$ cat src/rtl/dmem_access_unit_if.sv
`default_nettype none
// ============================================================================
// Module      : dmem_access_unit_if
// Description : CPU request/response and data-memory signal bundle for the
//               data-memory access unit.
// Revision    : 1.0 - initial release
// ============================================================================
interface dmem_access_unit_if;
    logic        req_valid;
    logic        req_ready;
    logic        req_write;
    logic [1:0]  req_size;
    logic        req_unsigned;
    logic [31:0] req_addr;
    logic [31:0] req_wdata;
    logic        resp_valid;
    logic [31:0] resp_rdata;
    logic        resp_error;
    logic [31:0] mem_address;
    logic [31:0] mem_data_in;
    logic        mem_write;
    logic        mem_read;
    logic [31:0] mem_data_out;

    modport master (
        output req_valid, req_write, req_size, req_unsigned, req_addr, req_wdata,
        output mem_data_out,
        input  req_ready, resp_valid, resp_rdata, resp_error,
        input  mem_address, mem_data_in, mem_write, mem_read
    );

    modport slave (
        input  req_valid, req_write, req_size, req_unsigned, req_addr, req_wdata,
        input  mem_data_out,
        output req_ready, resp_valid, resp_rdata, resp_error,
        output mem_address, mem_data_in, mem_write, mem_read
    );
endinterface
`default_nettype wire

$ cat src/rtl/dmem_access_unit.sv
`default_nettype none
// ============================================================================
// Module      : dmem_access_unit
// Description : Byte/halfword/word load-store initiator for a word-addressed
//               data memory, with read-modify-write for sub-word stores.
// Revision    : 1.0 - initial release
// ============================================================================
module dmem_access_unit #(
    parameter int DEPTH = 256
) (
    input  logic               clk,
    input  logic               rst,
    dmem_access_unit_if.slave  bus
);

    localparam logic [1:0] S_IDLE  = 2'd0;
    localparam logic [1:0] S_READ  = 2'd1;
    localparam logic [1:0] S_WRITE = 2'd2;
    localparam logic [1:0] S_RESP  = 2'd3;

    logic [1:0]  r_state;
    logic [31:0] r_addr;
    logic [31:0] r_wdata;
    logic [31:0] r_word;
    logic [1:0]  r_size;
    logic        r_write;
    logic        r_unsigned;
    logic        r_error;

    logic        w_err;
    logic [31:0] w_idx;
    logic [7:0]  w_byte;
    logic [15:0] w_half;
    logic [31:0] w_load;
    logic [31:0] w_merge;

    assign w_idx = {2'b00, bus.req_addr[31:2]};

    always_comb begin
        w_err = 1'b0;
        if (bus.req_size == 2'b11)                                w_err = 1'b1;
        if (bus.req_size == 2'b01 && bus.req_addr[0] != 1'b0)     w_err = 1'b1;
        if (bus.req_size == 2'b10 && bus.req_addr[1:0] != 2'b00)  w_err = 1'b1;
        if (w_idx >= 32'(DEPTH))                                  w_err = 1'b1;
    end

    // Lane extraction and merge both work on the word captured in READ.
    always_comb begin
        w_byte = r_word[{r_addr[1:0], 3'b000} +: 8];
        w_half = r_word[{r_addr[1], 4'b0000} +: 16];
        case (r_size)
            2'b00:   w_load = r_unsigned ? {24'd0, w_byte} : {{24{w_byte[7]}}, w_byte};
            2'b01:   w_load = r_unsigned ? {16'd0, w_half} : {{16{w_half[15]}}, w_half};
            default: w_load = r_word;
        endcase
    end

    always_comb begin
        w_merge = r_word;
        case (r_size)
            2'b00:   w_merge[{r_addr[1:0], 3'b000} +: 8] = r_wdata[7:0];
            2'b01:   w_merge[{r_addr[1], 4'b0000} +: 16] = r_wdata[15:0];
            default: w_merge = r_wdata;
        endcase
    end

    always_ff @(posedge clk or posedge rst) begin
        if (rst) begin
            r_state    <= S_IDLE;
            r_addr     <= '0;
            r_wdata    <= '0;
            r_word     <= '0;
            r_size     <= '0;
            r_write    <= 1'b0;
            r_unsigned <= 1'b0;
            r_error    <= 1'b0;
        end else begin
            case (r_state)
                S_IDLE: begin
                    if (bus.req_valid) begin
                        r_addr     <= bus.req_addr;
                        r_wdata    <= bus.req_wdata;
                        r_size     <= bus.req_size;
                        r_write    <= bus.req_write;
                        r_unsigned <= bus.req_unsigned;
                        r_error    <= w_err;
                        r_word     <= '0;
                        if (w_err)
                            r_state <= S_RESP;
                        else if (bus.req_write && bus.req_size == 2'b10)
                            r_state <= S_WRITE;
                        else
                            r_state <= S_READ;
                    end
                end
                S_READ: begin
                    r_word  <= bus.mem_data_out;
                    r_state <= r_write ? S_WRITE : S_RESP;
                end
                S_WRITE: r_state <= S_RESP;
                default: r_state <= S_IDLE;
            endcase
        end
    end

    // Everything below depends on registered state only; rst gates req_ready.
    assign bus.req_ready   = (r_state == S_IDLE) && !rst;
    assign bus.mem_read    = (r_state == S_READ);
    assign bus.mem_write   = (r_state == S_WRITE);
    assign bus.mem_address = (r_state == S_READ || r_state == S_WRITE) ? {2'b00, r_addr[31:2]} : 32'd0;
    assign bus.mem_data_in = (r_state == S_WRITE) ? w_merge : 32'd0;
    assign bus.resp_valid  = (r_state == S_RESP);
    assign bus.resp_error  = (r_state == S_RESP) && r_error;
    assign bus.resp_rdata  = (r_state == S_RESP && !r_error && !r_write) ? w_load : 32'd0;

endmodule
`default_nettype wire

$ cat src/flat_wrapper.sv
// flat-port wrapper written by rule: the top's interface ports become plain ports
module dmem_access_unit_flat 
#(
    parameter int DEPTH = 256
)
  (clk, rst, bus_req_valid, bus_req_write, bus_req_size, bus_req_unsigned, bus_req_addr, bus_req_wdata, bus_mem_data_out, bus_req_ready, bus_resp_valid, bus_resp_rdata, bus_resp_error, bus_mem_address, bus_mem_data_in, bus_mem_write, bus_mem_read);
  dmem_access_unit_if bus_i ();
  input  logic clk;
  input  logic rst;
  input wire logic [$bits(bus_i.req_valid)-1:0] bus_req_valid;
  input wire logic [$bits(bus_i.req_write)-1:0] bus_req_write;
  input wire logic [$bits(bus_i.req_size)-1:0] bus_req_size;
  input wire logic [$bits(bus_i.req_unsigned)-1:0] bus_req_unsigned;
  input wire logic [$bits(bus_i.req_addr)-1:0] bus_req_addr;
  input wire logic [$bits(bus_i.req_wdata)-1:0] bus_req_wdata;
  input wire logic [$bits(bus_i.mem_data_out)-1:0] bus_mem_data_out;
  output wire logic [$bits(bus_i.req_ready)-1:0] bus_req_ready;
  output wire logic [$bits(bus_i.resp_valid)-1:0] bus_resp_valid;
  output wire logic [$bits(bus_i.resp_rdata)-1:0] bus_resp_rdata;
  output wire logic [$bits(bus_i.resp_error)-1:0] bus_resp_error;
  output wire logic [$bits(bus_i.mem_address)-1:0] bus_mem_address;
  output wire logic [$bits(bus_i.mem_data_in)-1:0] bus_mem_data_in;
  output wire logic [$bits(bus_i.mem_write)-1:0] bus_mem_write;
  output wire logic [$bits(bus_i.mem_read)-1:0] bus_mem_read;
  assign bus_i.req_valid = bus_req_valid;
  assign bus_i.req_write = bus_req_write;
  assign bus_i.req_size = bus_req_size;
  assign bus_i.req_unsigned = bus_req_unsigned;
  assign bus_i.req_addr = bus_req_addr;
  assign bus_i.req_wdata = bus_req_wdata;
  assign bus_i.mem_data_out = bus_mem_data_out;
  assign bus_req_ready = bus_i.req_ready;
  assign bus_resp_valid = bus_i.resp_valid;
  assign bus_resp_rdata = bus_i.resp_rdata;
  assign bus_resp_error = bus_i.resp_error;
  assign bus_mem_address = bus_i.mem_address;
  assign bus_mem_data_in = bus_i.mem_data_in;
  assign bus_mem_write = bus_i.mem_write;
  assign bus_mem_read = bus_i.mem_read;
  dmem_access_unit #(.DEPTH(DEPTH)) u_core (.clk(clk), .rst(rst), .bus(bus_i));
endmodule
$ cat config.mk
export PLATFORM = sky130hd
export DESIGN_NAME = dmem_access_unit_flat
export DESIGN_NICKNAME = d
export VERILOG_FILES = /design/src/rtl/dmem_access_unit_if.sv /design/src/rtl/dmem_access_unit.sv /design/src/flat_wrapper.sv
export SDC_FILE = /design/constraint.sdc
export NUM_CORES = 1
export LEC_CHECK = 0
export CAP_MARGIN = 25
export CORE_ASPECT_RATIO = 0.6
export CORE_MARGIN = 5
export CORE_UTILIZATION = 50
export DETAILED_ROUTE_END_ITERATION = 16
export PLACE_DENSITY = 0.83
export SKIP_CTS_REPAIR_TIMING = 1
export SLEW_MARGIN = 20
export SYNTH_ARGS = -nofsm -noshare
export SYNTH_HDL_FRONTEND = slang
export SYNTH_SLANG_ARGS = --single-unit
export TNS_END_PERCENT = 10
$ cat constraint.sdc
create_clock -name clk -period 7 [get_ports clk]
set_input_delay 0.7 -clock clk [delete_from_list [all_inputs] [get_ports clk]]
set_output_delay 0.7 -clock clk [all_outputs]
set_load 0.005 [all_outputs]
==> summary.md <==
| Metric | Value |
|---|---|
| Syn-to-layout area delta | 40.0% |
| Most used standard cell by instance count after synthesis | sky130_fd_sc_hd__dfrtp_1 |
| Number of buffer cells added on primary ports | 201 |
| Maximum number of pins on one net before global-route repair | 54 |
| Multiplexer share of the synthesized area | 17.4% |
| Final setup vio count | 0 |
| Post-Syn Area | about 6000 sq um |
| Placeable core region | 11,900 sq um |
| Count of TritonRoute iterations in the first routing pass | 7 |
| I/O Pins | ~200 |
| Final worst clock skew | 4.80 ps |
| Worst-case clock buffer depth | 2 |
| Number of max-slew violations in the final report | 0 |
| CP top delay family | buffers and inverters |
| Total clock buffers created by CTS | 9 |
| Layout cell share with drive strength beyond 1 | around 15% |
| Number of global-route vias before repair | about 5,600 |
| Share of the yosys chip area belonging to registers | between 40% and 50% |
| Gate Count Post-Synth | 570 |
| Final cycle utilization of the critical path | between 60% and 70% |
| Crit path DAT | between 3000 and 4000 ps |
| Global routing usage summed across all routing layers | between 20 and 30% |
| Leakage | ~3.4 nW |
| H-tree lvl count | 3 |
| Cells taking the most area after synthesis | sky130_fd_sc_hd__dfrtp_1 (43%), sky130_fd_sc_hd__mux2_2 (14%), sky130_fd_sc_hd__a22o_1 (5.8%) |
| Max-cap violations | 0 |
| Share of synthesized cell area in full adder, half adder and majority cells | approximately 1.9% |
| Type of the worst setup path | flop to output pin |
| Flop and latch count out of synthesis | around 100 |
| Largest family of logic cells by synthesized area | compound AO/OA/AOI/OAI gates |
| Top-area cell type share of the netlist area | between 40% and 50% |
| Result of the run | finished, final reports clean |
| Post-CTS clock slew at the launch and capture registers of the worst setup and hold paths | 70 ps |
| Maximum achievable frequency | ~220 MHz |
| TritonCTS clock tree | done |
| Relative slew margins | 29.3% |
| Synth cell types | 46 |
| Final Net Count | between 800 and 900 |
| Number of antenna-violating nets in the routed design | 0 |
| Die outline area | ~14,000 sq um |
| Clock tree root driver cell | sky130_fd_sc_hd__clkbuf_16 |
| Clock latency on the worst-skew pair | 350 ps |
| Average vias per placed instance | roughly 6 |
| Setup TNS after final layout | 0 ps |
| Xor/xnor cell area share of the yosys netlist | 0% |
| Vertical die dimension | approximately 95 microns |
| Required time of the critical path | roughly 6300 ps |
| Critical path, cell by cell | buf_4 -> inv_2 -> ha_1 -> nor4bb_1 -> buf_2 -> a221o_1 -> a22oi_1 -> nor2b_1 -> clkdlybuf4s50_1 |
| Buffering stage count on the worst path with inverters included | 4 |
| Power density normalized to cell area | around 480 nW/um^2 |
| Routed length per instance | 22.2 microns |
| Count of yosys warnings during synthesis | 0 |
| RSZ-0062 raised after global routing | false |
| Maximum vdd ir drop | between 0.0002 and 0.0003 V |
| Slowest stage cell, crit path | sky130_fd_sc_hd__dfrtp_1 |
| Final core area utilization | 70.6% |
| Compound-gate portion of the synthesized area | 21.4% |
| Maximum single-stage delay on the critical path | between 700 and 800 ps |
| Number of design-rule violations left by the first detailed-router iteration | around 580 |
| Simple-gate share of the synthesized area | 11.6% |
| Drt total wl | between 20,000 and 25,000 microns |
| Detailed placer's ending HPWL | between 10,000 and 15,000 microns |
| Time the final worst path needs with I/O delays and setup | 4500 ps |
| Total number of placement rows | 31 |
| Initial core utilization | about half |
| Type of origin of the critical path | flop |
| DRC violations left | 0 |
| Post-synth ARST share | 100% |
| Post-synthesis cell type with the largest combined area | sky130_fd_sc_hd__dfrtp_1 |
| Slew at the pin with the worst max-slew slack | 1060 ps |
| # diodes | 0 |
| Average size of a mapped cell | roughly 11 sq um |
| Number of clock sinks | 103 |
| Fill cell instance count of the final layout | between 900 and 1,000 |
| Total number of vias | between 5,000 and 6,000 |
| Biggest fanout along the worst timing path | 20 |
| Global-route wire length before repair | 30,400 microns |
| Commonest cells in the synthesized netlist | sky130_fd_sc_hd__dfrtp_1 (103), sky130_fd_sc_hd__mux2_2 (74), sky130_fd_sc_hd__a22o_1 (40) |
| Post-synth EDFFs | 0 |
| Remaining global-route overflow | 0 |
| Hold violation count in the final report | 0 |
| Worst setup EP type | output pin |
| Routability congestion estimate | 1.01 |
| Top flip-flop cell by instance count after synthesis | sky130_fd_sc_hd__dfrtp_1 |
| Initial antenna violation count | 0 |
| Worst hold-check path type | flop to flop |
| Width of the die | 152 microns |
## cells in the final DEF, fill, tap and decap left out, types with 7 or more instances in the layout
| cell | synthesis | final |
|---|---|---|
| sky130_fd_sc_hd__a22o_1 | 40 | 40 |
| sky130_fd_sc_hd__a221o_1 | 12 | 12 |
| sky130_fd_sc_hd__a21oi_1 | 22 | 22 |
| sky130_fd_sc_hd__buf_4 | 4 | 7 |
| sky130_fd_sc_hd__inv_1 | 17 | 16 |
| sky130_fd_sc_hd__nand2_1 | 23 | 22 |
| sky130_fd_sc_hd__mux2_2 | 74 | 74 |
| sky130_fd_sc_hd__clkbuf_16 | 0 | 9 |
| sky130_fd_sc_hd__clkdlybuf4s50_1 | 0 | 201 |
| sky130_fd_sc_hd__a31oi_1 | 12 | 12 |
| sky130_fd_sc_hd__o21ai_0 | 22 | 22 |
| sky130_fd_sc_hd__ha_1 | 9 | 8 |
| sky130_fd_sc_hd__a211oi_1 | 7 | 7 |
| sky130_fd_sc_hd__nor2b_1 | 27 | 26 |
| sky130_fd_sc_hd__a222oi_1 | 8 | 8 |
| sky130_fd_sc_hd__a22oi_1 | 17 | 17 |
| sky130_fd_sc_hd__dfrtp_1 | 103 | 103 |
| sky130_fd_sc_hd__nor2_1 | 28 | 28 |
| sky130_fd_sc_hd__and2_1 | 31 | 31 |
| sky130_fd_sc_hd__mux2i_1 | 17 | 16 |
## path summary, 6_finish.rpt
kind                                   startpoint                   to  slack (ps)  cells after the start
worst max-delay path             u_core.r_addr[1]  bus_mem_data_in[24]        2500                      9
worst min-delay path             u_core.r_addr[5]     u_core.r_addr[5]         500                      1
worst max register to register  u_core.r_state[0]   u_core.r_wdata[12]        4450                      5
worst min register to register   u_core.r_addr[5]     u_core.r_addr[5]         500                      1
max in group asynchronous                     rst     u_core.r_word[5]        5060                      3
min in group asynchronous                     rst    u_core.r_addr[22]         810                      2
## routing by layer
| metal | GRT usage, % | wire length, microns |
|---|---|---|
| met1 | 40.4 | 8690 |
| met2 | 40.1 | 8620 |
| met3 | 9.26 | 2620 |
| met4 | 6.28 | 364 |
| met5 | 0 | 0 |
## per-stage QoR
stage	power [mW]	std cells	instance area [sq um]	setup slack [ps]	hold slack [ps]
after floorplan	2.46	571	6030	3600	464
after global placement	3.31	897	8090	2750	479
after detailed placement	3.39	898	8090	2960	487
after CTS	3.99	914	8440	2580	504
after global routing	4.25	914	8440	2310	519
final	4.02	914	8440	2500	502
## flip-flops by register name (all words and copies together) (netlist names)
signal,count
u_core.r_word,32
u_core.r_unsigned,1
u_core.r_write,1
u_core.r_size,2
u_core.r_state,2
u_core.r_addr,32
u_core.r_wdata,32
u_core.r_error,1
## final cells by class
cell class	count	area [sq um]	area share (%)
Clock inverter	6	115	1.36
Multi-Input combinational cell	402	3170	37.5
Clock buffer	10	229	2.71
Inverter	19	73.8	0.875
Tap cell	165	206	2.45
Sequential cell	103	2580	30.5
Timing Repair Buffer	209	2070	24.5
## where the power goes
group | internal, mW | switching, mW | total [mW]
Sequential | 0.880 | 0.384 | 1.26
Combinational | 1.17 | 0.999 | 2.17
Clock | 0.353 | 0.233 | 0.586
Total | 2.41 | 1.62 | 4.02
## cells by family (layout without fill, tap and decap cells)
kind of cell,Yosys count,in the layout
other,1,2
AOI/OAI and AO/OA,167,167
DFF,103,103
and+or+nand+nor,129,129
muxes,95,95
adders and majority gates,9,9
buffers and inverters,66,244
(Power assumes the default switching activity.)
